$ cat config.mk
export PLATFORM = sky130hd
export DESIGN_NAME = eth_rx_stats
export DESIGN_NICKNAME = d
export VERILOG_FILES = /design/src/rtl/eth_rx_stats.sv
export SDC_FILE = /design/constraint.sdc
export NUM_CORES = 2
export LEC_CHECK = 0
export BUFFER_PORTS_ARGS = -buffer_cell sky130_fd_sc_hd__buf_4
export CAP_MARGIN = 20
export CORE_AREA = 5 5 304 306
export CTS_CLUSTER_SIZE = 12
export DETAILED_ROUTE_END_ITERATION = 10
export DIE_AREA = 0 0 309 311
export SLEW_MARGIN = 20
export SYNTH_ARGS = -nofsm -noshare
export SYNTH_HDL_FRONTEND = slang
export SYNTH_SLANG_ARGS = --single-unit
$ cat constraint.sdc
create_clock -name clk -period 11.3 [get_ports clk]
set_input_delay 1.695 -clock clk [delete_from_list [all_inputs] [get_ports clk]]
set_output_delay 1.695 -clock clk [all_outputs]
set_load 0.005 [all_outputs]
$ cat src/rtl/eth_rx_stats.sv
// ---------------------------------------------------------------------------
// eth_rx_stats
//
// Passive receive-side statistics collector for the 1G Ethernet MAC. It
// watches the MAC's rx AXI-Stream output (no tready, every valid beat is
// accepted), classifies each frame on its last beat and keeps frame/byte
// counters. A single-cycle snap_req captures all counters atomically into the
// snap_* registers; snap_clear alongside snap_req zeroes the live counters
// after the capture.
//
// Optional feature: define ETH_STATS_HIST_EN to build a six-bin length
// histogram of good frames. Without it, snap_hist is tied to zero.
//
// Ports:
//   clk                   rx clock (MAC rx_clk)
//   rst_n                 asynchronous active-low reset
//   s_axis_tdata  [7:0]   received byte
//   s_axis_tvalid         byte valid
//   s_axis_tlast          last byte of frame
//   s_axis_tuser          MAC error flag, meaningful on the tlast beat only
//   snap_req              capture counters (one-cycle pulse)
//   snap_clear            with snap_req: zero live counters after capture
//   snap_valid            one-cycle pulse, snap_* outputs freshly loaded
//   snap_good_frames      good frame count
//   snap_good_bytes       bytes of good frames
//   snap_bad_frames       frames flagged bad by the MAC
//   snap_runt_frames      error-free frames shorter than MIN_FRAME_LEN
//   snap_oversize_frames  error-free frames longer than MAX_FRAME_LEN
//   snap_bcast_frames     good frames addressed to FF:FF:FF:FF:FF:FF
//   snap_hist             6 x CNT_W length histogram, bin 0 at the LSBs
// ---------------------------------------------------------------------------
module eth_rx_stats #(
  parameter int CNT_W         = 64,
  parameter int MIN_FRAME_LEN = 60,
  parameter int MAX_FRAME_LEN = 1514
) (
  input  logic               clk,
  input  logic               rst_n,
  input  logic [7:0]         s_axis_tdata,
  input  logic               s_axis_tvalid,
  input  logic               s_axis_tlast,
  input  logic               s_axis_tuser,
  input  logic               snap_req,
  input  logic               snap_clear,
  output logic               snap_valid,
  output logic [CNT_W-1:0]   snap_good_frames,
  output logic [CNT_W-1:0]   snap_good_bytes,
  output logic [CNT_W-1:0]   snap_bad_frames,
  output logic [CNT_W-1:0]   snap_runt_frames,
  output logic [CNT_W-1:0]   snap_oversize_frames,
  output logic [CNT_W-1:0]   snap_bcast_frames,
  output logic [6*CNT_W-1:0] snap_hist
);

  localparam logic [1:0] ST_SYNC   = 2'd0;
  localparam logic [1:0] ST_IDLE   = 2'd1;
  localparam logic [1:0] ST_ACTIVE = 2'd2;

  localparam logic [15:0]      MIN_LEN = 16'(MIN_FRAME_LEN);
  localparam logic [15:0]      MAX_LEN = 16'(MAX_FRAME_LEN);
  localparam logic [CNT_W-1:0] ONE     = CNT_W'(1);

  logic [1:0]  state_q;
  logic [15:0] idx_q;
  logic        bcast_q;

  logic [15:0] cur_idx;
  logic [15:0] next_idx;
  logic [15:0] frame_len;
  logic        beat_bcast;
  logic        frame_end;
  logic        is_bad;
  logic        is_runt;
  logic        is_over;
  logic        is_good;
  logic        is_bcast;
  logic        do_clear;

  logic [CNT_W-1:0] good_q,  good_next;
  logic [CNT_W-1:0] bytes_q, bytes_next;
  logic [CNT_W-1:0] bad_q,   bad_next;
  logic [CNT_W-1:0] runt_q,  runt_next;
  logic [CNT_W-1:0] over_q,  over_next;
  logic [CNT_W-1:0] bcast_cnt_q, bcast_next;

  // Per-beat view of the frame. A beat seen in IDLE is always byte 0, so the
  // index and broadcast flag restart there without needing an extra cycle.
  // The broadcast flag survives only while bytes 0..5 are all 0xFF; frames
  // shorter than the 6-byte address are excluded at classification.
  always_comb begin
    cur_idx    = (state_q == ST_IDLE) ? 16'd0 : idx_q;
    next_idx   = (cur_idx == 16'hFFFF) ? 16'hFFFF : cur_idx + 16'd1;
    frame_len  = next_idx;
    beat_bcast = ((state_q == ST_IDLE) ? 1'b1 : bcast_q) &
                 ((cur_idx >= 16'd6) | (s_axis_tdata == 8'hFF));
    frame_end  = s_axis_tvalid & s_axis_tlast & (state_q != ST_SYNC);
    is_bad     = frame_end & s_axis_tuser;
    is_runt    = frame_end & ~s_axis_tuser & (frame_len < MIN_LEN);
    is_over    = frame_end & ~s_axis_tuser & (frame_len >= MIN_LEN) &
                 (frame_len > MAX_LEN);
    is_good    = frame_end & ~s_axis_tuser & (frame_len >= MIN_LEN) &
                 (frame_len <= MAX_LEN);
    is_bcast   = is_good & beat_bcast & (frame_len >= 16'd6);
    do_clear   = snap_req & snap_clear;
  end

  // Frame tracker. SYNC drops everything up to the first tlast so a frame
  // caught halfway after reset is never accounted. Invalid beats are ignored.
  always_ff @(posedge clk or negedge rst_n) begin
    if (!rst_n) begin
      state_q <= ST_SYNC;
      idx_q   <= 16'd0;
      bcast_q <= 1'b0;
    end else if (s_axis_tvalid) begin
      case (state_q)
        ST_SYNC: begin
          if (s_axis_tlast) state_q <= ST_IDLE;
        end
        ST_IDLE: begin
          if (!s_axis_tlast) begin
            state_q <= ST_ACTIVE;
            idx_q   <= next_idx;
            bcast_q <= beat_bcast;
          end
        end
        ST_ACTIVE: begin
          if (s_axis_tlast) begin
            state_q <= ST_IDLE;
          end else begin
            idx_q   <= next_idx;
            bcast_q <= beat_bcast;
          end
        end
        default: state_q <= ST_SYNC;
      endcase
    end
  end

  // Counter next-state values. The snapshot loads these rather than the
  // registered values, so a frame ending in the request cycle is included.
  always_comb begin
    good_next  = good_q + (is_good ? ONE : '0);
    bytes_next = bytes_q + (is_good ? CNT_W'(frame_len) : '0);
    bad_next   = bad_q + (is_bad ? ONE : '0);
    runt_next  = runt_q + (is_runt ? ONE : '0);
    over_next  = over_q + (is_over ? ONE : '0);
    bcast_next = bcast_cnt_q + (is_bcast ? ONE : '0);
  end

  // Live counters and snapshot registers. A clear discards the next-state
  // values only after they have been copied into the snapshot.
  always_ff @(posedge clk or negedge rst_n) begin
    if (!rst_n) begin
      good_q               <= '0;
      bytes_q              <= '0;
      bad_q                <= '0;
      runt_q               <= '0;
      over_q               <= '0;
      bcast_cnt_q          <= '0;
      snap_valid           <= 1'b0;
      snap_good_frames     <= '0;
      snap_good_bytes      <= '0;
      snap_bad_frames      <= '0;
      snap_runt_frames     <= '0;
      snap_oversize_frames <= '0;
      snap_bcast_frames    <= '0;
    end else begin
      snap_valid <= snap_req;
      if (snap_req) begin
        snap_good_frames     <= good_next;
        snap_good_bytes      <= bytes_next;
        snap_bad_frames      <= bad_next;
        snap_runt_frames     <= runt_next;
        snap_oversize_frames <= over_next;
        snap_bcast_frames    <= bcast_next;
      end
      if (do_clear) begin
        good_q      <= '0;
        bytes_q     <= '0;
        bad_q       <= '0;
        runt_q      <= '0;
        over_q      <= '0;
        bcast_cnt_q <= '0;
      end else begin
        good_q      <= good_next;
        bytes_q     <= bytes_next;
        bad_q       <= bad_next;
        runt_q      <= runt_next;
        over_q      <= over_next;
        bcast_cnt_q <= bcast_next;
      end
    end
  end

`ifdef ETH_STATS_HIST_EN
  logic [2:0]         hist_bin;
  logic [CNT_W-1:0]   hist_q    [6];
  logic [CNT_W-1:0]   hist_next [6];
  logic [6*CNT_W-1:0] hist_next_flat;

  // Histogram bin selection and next-state values for good frames only.
  always_comb begin
    hist_bin = 3'd5;
    if (frame_len <= 16'd64)        hist_bin = 3'd0;
    else if (frame_len <= 16'd127)  hist_bin = 3'd1;
    else if (frame_len <= 16'd255)  hist_bin = 3'd2;
    else if (frame_len <= 16'd511)  hist_bin = 3'd3;
    else if (frame_len <= 16'd1023) hist_bin = 3'd4;
    hist_next_flat = '0;
    for (int i = 0; i < 6; i++) begin
      hist_next[i] = hist_q[i] + ((is_good && (hist_bin == 3'(i))) ? ONE : '0);
      hist_next_flat[i*CNT_W +: CNT_W] = hist_next[i];
    end
  end

  // Histogram bins follow the same capture-then-clear rule as the counters.
  always_ff @(posedge clk or negedge rst_n) begin
    if (!rst_n) begin
      for (int i = 0; i < 6; i++) hist_q[i] <= '0;
      snap_hist <= '0;
    end else begin
      if (snap_req) snap_hist <= hist_next_flat;
      for (int i = 0; i < 6; i++) hist_q[i] <= do_clear ? '0 : hist_next[i];
    end
  end
`else
  assign snap_hist = '0;
`endif

endmodule
======== Yosys cells after proc, flatten, opt, wreduce, memory -nomap -nowiden ========
Cells that the tools add are included.
storage, ports and cells
  register bits after elaboration ......... 788
  bits in latches ......................... 0
  memory bits (writable) .................. 0
  bits in read-only memories .............. 0
  input bits .............................. 15
  output and inout port bits .............. 769
  logic and storage cells ................. 74
  memories kept ........................... 0
operators by class
  add/subtract/negate cells ............... 7
  multiply operators ...................... 0
  divide/modulo/power cells ............... 0
  magnitude comparators ................... 6
  equality and inequality tests ........... 6
  shifts and indexed selects .............. 0
  muxes and demuxes ....................... 18
  bitwise logic cells ..................... 15
  reductions and logical operators ........ 6
operators with widths
  operator                                                      count
  two-way mux 64 bit                                            6
  adder 64 x 1 -> 64 bit                                        5
  adder 64 x 16 -> 64 bit                                       1
  two-way mux 16 bit                                            3
  >= comparator 16 x 3 -> 1 bit (second input constant)         2
  adder 16 x 1 -> 16 bit (second input constant)                1
  equality test 16 bit (second input constant)                  1
  >= comparator 16 x 6 -> 1 bit (second input constant)         1
  > comparator 16 x 11 -> 1 bit (second input constant)         1
  <= comparator 16 x 11 -> 1 bit (second input constant)        1
  less-than comparator 16 x 6 -> 1 bit (second input constant)  1
  AND 1 bit                                                     12
  equality test 8 bit (second input constant)                   1
  two-way mux 1 bit                                             6
  AND reduction 3 bit                                           2
  two-way mux 2 bit                                             2
  one-hot mux 2 bit (2 select lines)                            1
  OR reduction 2 bit                                            2
  equality test 2 x 1 -> 1 bit (second input constant)          1
  equality test 2 bit (second input constant)                   1
  zero test 2 bit                                               1
  != test 2 x 1 -> 1 bit (second input constant)                1
  != test 2 bit (second input constant)                         1
  inverter 1 bit                                                2
  2 further kinds                                               2

======== Depth between registers and ports, before layout ========
  depth after elaboration ................. 12
  depth in mapped cells ................... 28
  mapped depth without buffers ............ 20

======== Worst setup path after synthesis ========
Ideal clock, no wire load.
  kind .................................... register to register
  from .................................... register state_q[1]
  to ...................................... register snap_good_bytes[56]
  data arrival time ....................... 5979 ps
  required time ........................... 11218 ps
  path slack .............................. 5239 ps
  cell stages (with the launch flop) ...... 29
  path buffers ............................ 8
  clock period less this slack ............ 6061 ps
  cells stage by stage .................... dfrtp_1 > inv_1 > ha_1 > clkbuf_1 > clkbuf_1 > clkbuf_1 > nor2b_1 > ha_1 > nand2_1 > or4_1 > buf_2 > or2_2 > clkbuf_1 > o221ai_1 > or4b_2 > nand4b_4 > buf_6 > a21oi_2 > ha_1 > fa_1 > a211oi_1 > nor2_1 > o221ai_1 > o311ai_1 > nand2_1 > clkbuf_1 > clkbuf_1 > o21ai_0 > a31oi_1
on the way
  longest elaborated chain between the ends .. 9
  elaborated cells on any way between the ends .. 14
ends and longest elaborated chain
  element                                                         RTL line  source
  start: declaration                                              63        logic [1:0] state_q;
  start signal: assignment                                        111       state_q <= ST_SYNC;
  start signal: assignment                                        117       if (s_axis_tlast) state_q <= ST_IDLE;
  start signal: assignment                                        121       state_q <= ST_ACTIVE;
  equality test 2 x 1 -> 1 bit                                    91        cur_idx = (state_q == ST_IDLE) ? 16'd0 : idx_q;
  two-way mux 16 bit                                              91
  adder 16 x 1 -> 16 bit or equality test 16 bit (tied branches)  92        next_idx = (cur_idx == 16'hFFFF) ? 16'hFFFF : cur_idx + 16'd1;
  two-way mux 16 bit                                              92
  >= comparator 16 x 6 -> 1 bit                                   101       is_good = frame_end & ~s_axis_tuser & (frame_len >= MIN_LEN) &
  AND 1 bit (2 in a row)                                          101
  two-way mux 16 bit (*)                                          143       bytes_next = bytes_q + (is_good ? CNT_W'(frame_len) : '0);
  adder 64 x 16 -> 64 bit (*)                                     143
  end signal: assignment                                          171       snap_good_bytes <= bytes_next;
  end: declaration                                                47        output logic [CNT_W-1:0] snap_good_bytes,
Mark *: on every way between the ends. The rest lies on a longest branch, timed or not.
A chain may end at the register's enable or synchronous reset.

======== Worst setup path in the final report ========
  from .................................... register state_q[1]
  to ...................................... register snap_good_bytes[42]
The elaborated chain is that of the path after synthesis.

==> reports/qor.yml <==
routing:
  vias_per_cell: 4.88
  first_pass_iters: 6
  num_vias: 26800
  antenna_left: 0
  drc: 0
  finalWirelength_um: 92600
  drtIter0Drc: 1624
  avgRoutedWirePerCell_um: 16.9
synthesis:
  synth_top_area_share_pct: 52.6
  yosys-top-cells-count: "nor2_1 (817), dfrtp_1 (788), buf_4 (387)"
  synth_cells: 3910
  syn-cell-area_um2: 37500
  syn-mean-instance-area_um2: 9.58
  yosysWarnings: 0
  yosys.area.top_type: "dfrtp_1"
  synthDistinctLibCells: 67
  synth_seq_cells: 788
  synth.most_common_cell: "nor2_1"
  synthArstFlopShare_pct: 100
  synth.area.top_cells: "dfrtp_1 (53%), nor2_1 (8.2%), buf_4 (7.8%)"
  synth-edff-count: 0
  ys_seq_area_share_pct: 52.6
  ys.flop_type: "dfrtp_1"
finish:
  final_core_util_pct: 48.1
  multi_input_area_um2: 15400
  area_growth_pct: 14.8
  seq_area_um2: 19700
  final.fill_count: 8479
  final_area_um2: 43000
  nets: 4297
  layout-drive-gt1-share_pct: 14.3
  antenna_cells: 0
clock_network:
  cts_root_buffer: "clkbuf_16"
  post_cts_buffers: 0
  clkLatencyLatePin_ns: 0.64
  tritoncts: "built"
  clk_pin_slew_ns: 0.06
  cts_max_level: 3
  clockBufferDepth: 3
  cts_hold_buf: 0
  post_cts_resize_count: 0
  cts_buffers: 86
  cts.sinks: 788
power_and_ir_drop:
  ir_drop_mv: 0.124
  power_leakage_nw: 20.2
  powerDensity_nw_per_um2: 155
worst_setup_path:
  rrSetupSlack_ns: 4.48
  crit_type: "flop to flop"
  arrival_ns: 7.37
  critPathLaunchType: "flop"
  reg2reg_from: "state_q[1]$_DFFE_PN0P_"
  slowest_delay_ns: 0.70
  r2r_end: "snap_good_bytes[42]$_DFFE_PN0P_"
  crit_required_ns: 11.85
  crit_chain: "inv_1 -> ha_1 -> buf_4 -> nor2b_1 -> ha_1 -> nand2_1 -> or4_1 -> or4_1 -> a21oi_1 -> and4b_1 -> nand4b_4 -> a21oi_2 -> ha_1 -> fa_1 -> a211oi_1 -> nor2_1 -> o221ai_1 -> o311ai_1 -> nand2_1 -> or4_1 -> a31oi_1"
  critPathCaptureType: "flop"
  ff2ff_path_depth: 21
  crit_fanout: 31
  cp-startpoint: "state_q[1]$_DFFE_PN0P_"
  slowest_stage: "or4_1"
placed_design:
  place_area_um2: 40100
  hpwl_um: 64800
  globalplace.congestion: 0.841
  port_buffers: 399
min_path:
  hp-class: "flop to flop"
  hold_path_depth: 2
  whs_endpoint: "bcast_q$_DFFE_PN0P_"
  hp-start: "bcast_q$_DFFE_PN0P_"
grt:
  overflow: 0
  grt_usage_pct: 18.7
  grt_max_degree: 230
  antenna_found_initial: 1
  grt_first_pass_wirelength_um: 147000
  grt_pass1_vias: 26400
flow_run:
  drv_cap: 0
die:
  start_util_pct: 41.9
  core-area_um2: 89300
  die_h_um: 311
  num_rows: 110
  die_w_um: 309
  io_pins: 784
  dieArea_um2: 96100
sta:
  setup_viol: 0
  rsz0062_at_grt: "false"
  skew_ns: 0.0425
  fin_crit_ns: 6.82
  finalHoldViolCount: 0
  period_share_pct: 60.3
  worstMarginPinSlew_ns: 1.12
  maxSlewViolCount: 0
  tns_ns: 0
  timing.fmax_mhz: 147
  relSlewSlack_pct: 25.1
run_status:
  status: "completed"
-- cell type report --
class	count	area share [%]
Tap cell	1176	3.42
Sequential cell	788	45.9
Multi-Input combinational cell	2875	35.8
Clock buffer	121	5.97
Clock inverter	26	0.739
Timing Repair Buffer	425	7.60
Inverter	73	0.637
-- metrics by stage --
stage,hold slack (ns),instances,total power [mW],worst slack (ns)
3_3_place_gp,0.458,5336,3.89,4.73
3_5_place_dp,0.470,5336,3.90,4.48
5_1_grt,0.518,5484,6.99,3.80
6_report,0.479,5484,6.67,4.48
4_1_cts,0.484,5483,6.76,4.43
2_1_floorplan,0.445,4298,3.61,5.24
-- worst max-delay path by stage --
stage | end | depth (start not counted)
6_report | snap_good_bytes[42]$_DFFE_PN0P_ | 21
5_1_grt | snap_good_bytes[42]$_DFFE_PN0P_ | 21
4_1_cts | snap_good_bytes[42]$_DFFE_PN0P_ | 21
3_5_place_dp | snap_good_bytes[42]$_DFFE_PN0P_ | 21
3_3_place_gp | snap_good_bytes[42]$_DFFE_PN0P_ | 21
2_1_floorplan | snap_good_bytes[56]$_DFFE_PN0P_ | 28
-- metal layers --
layer / GRT usage [%] / share of wire, %
met1: 25.9 / 45
met2: 29.0 / 45
met3: 5.32 / 7.7
met4: 5.01 / 2.3
met5: 0 / 0
-- cell usage in the layout, fill, tap and decap left out, types with 16 or more instances in the layout --
cell type / count
nand4_1: 102
clkbuf_16: 87
nand2_1: 170
and4_1: 37
and2_1: 32
dfrtp_1: 788
nor3_1: 70
xnor2_1: 199
clkbuf_8: 26
buf_4: 417
xor2_1: 166
a21oi_1: 377
and3_1: 53
conb_1: 389
a31oi_1: 33
mux2_2: 17
nand3_1: 141
inv_1: 71
or3_1: 16
clkinv_2: 16
nor4_1: 41
o21ai_0: 33
nor2_1: 817
ha_1: 32
-- state kept, by name, indices dropped and copies added (netlist names) --
register,cells
over_q,64
bcast_q,1
snap_bad_frames,64
snap_good_bytes,64
state_q,2
bcast_cnt_q,64
snap_valid,1
snap_runt_frames,64
snap_good_frames,64
idx_q,16
bytes_q,64
bad_q,64
good_q,64
snap_oversize_frames,64
runt_q,64
snap_bcast_frames,64
-- power breakdown --
part | switching, mW | internal, mW | leakage (nW)
clock | 1.17 | 1.65 | 1.43
combinational | 0.490 | 0.291 | 8.27
sequential | 0.111 | 2.96 | 10.4
total | 1.77 | 4.90 | 20.2
-- critical path, delay by kind of cell (launching register included) --
family / cells / cell delay (ns)
AOI/OAI and AO/OA: 6 / 1.34
buffers and inverters: 2 / 0.31
and+or+nand+nor: 9 / 3.65
adders and majority gates: 4 / 1.00
DFF: 1 / 0.41
-- cells by family (layout without fill, tap and decap cells) --
family          count (synthesis)  count (layout)  share of synthesized area, %
simple gates                 1556            1556                          19.2
flops                         788             788                          52.6
buf+inv                       635             645                          10.3
compound gates                502             502                          7.34
xor+xnor                      365             365                          8.53
fa+ha+maj                      33              33                          1.12
mux                            30              30                         0.858
other cells                     1             389                        0.0100
Power figures use the tool's default switching activity.
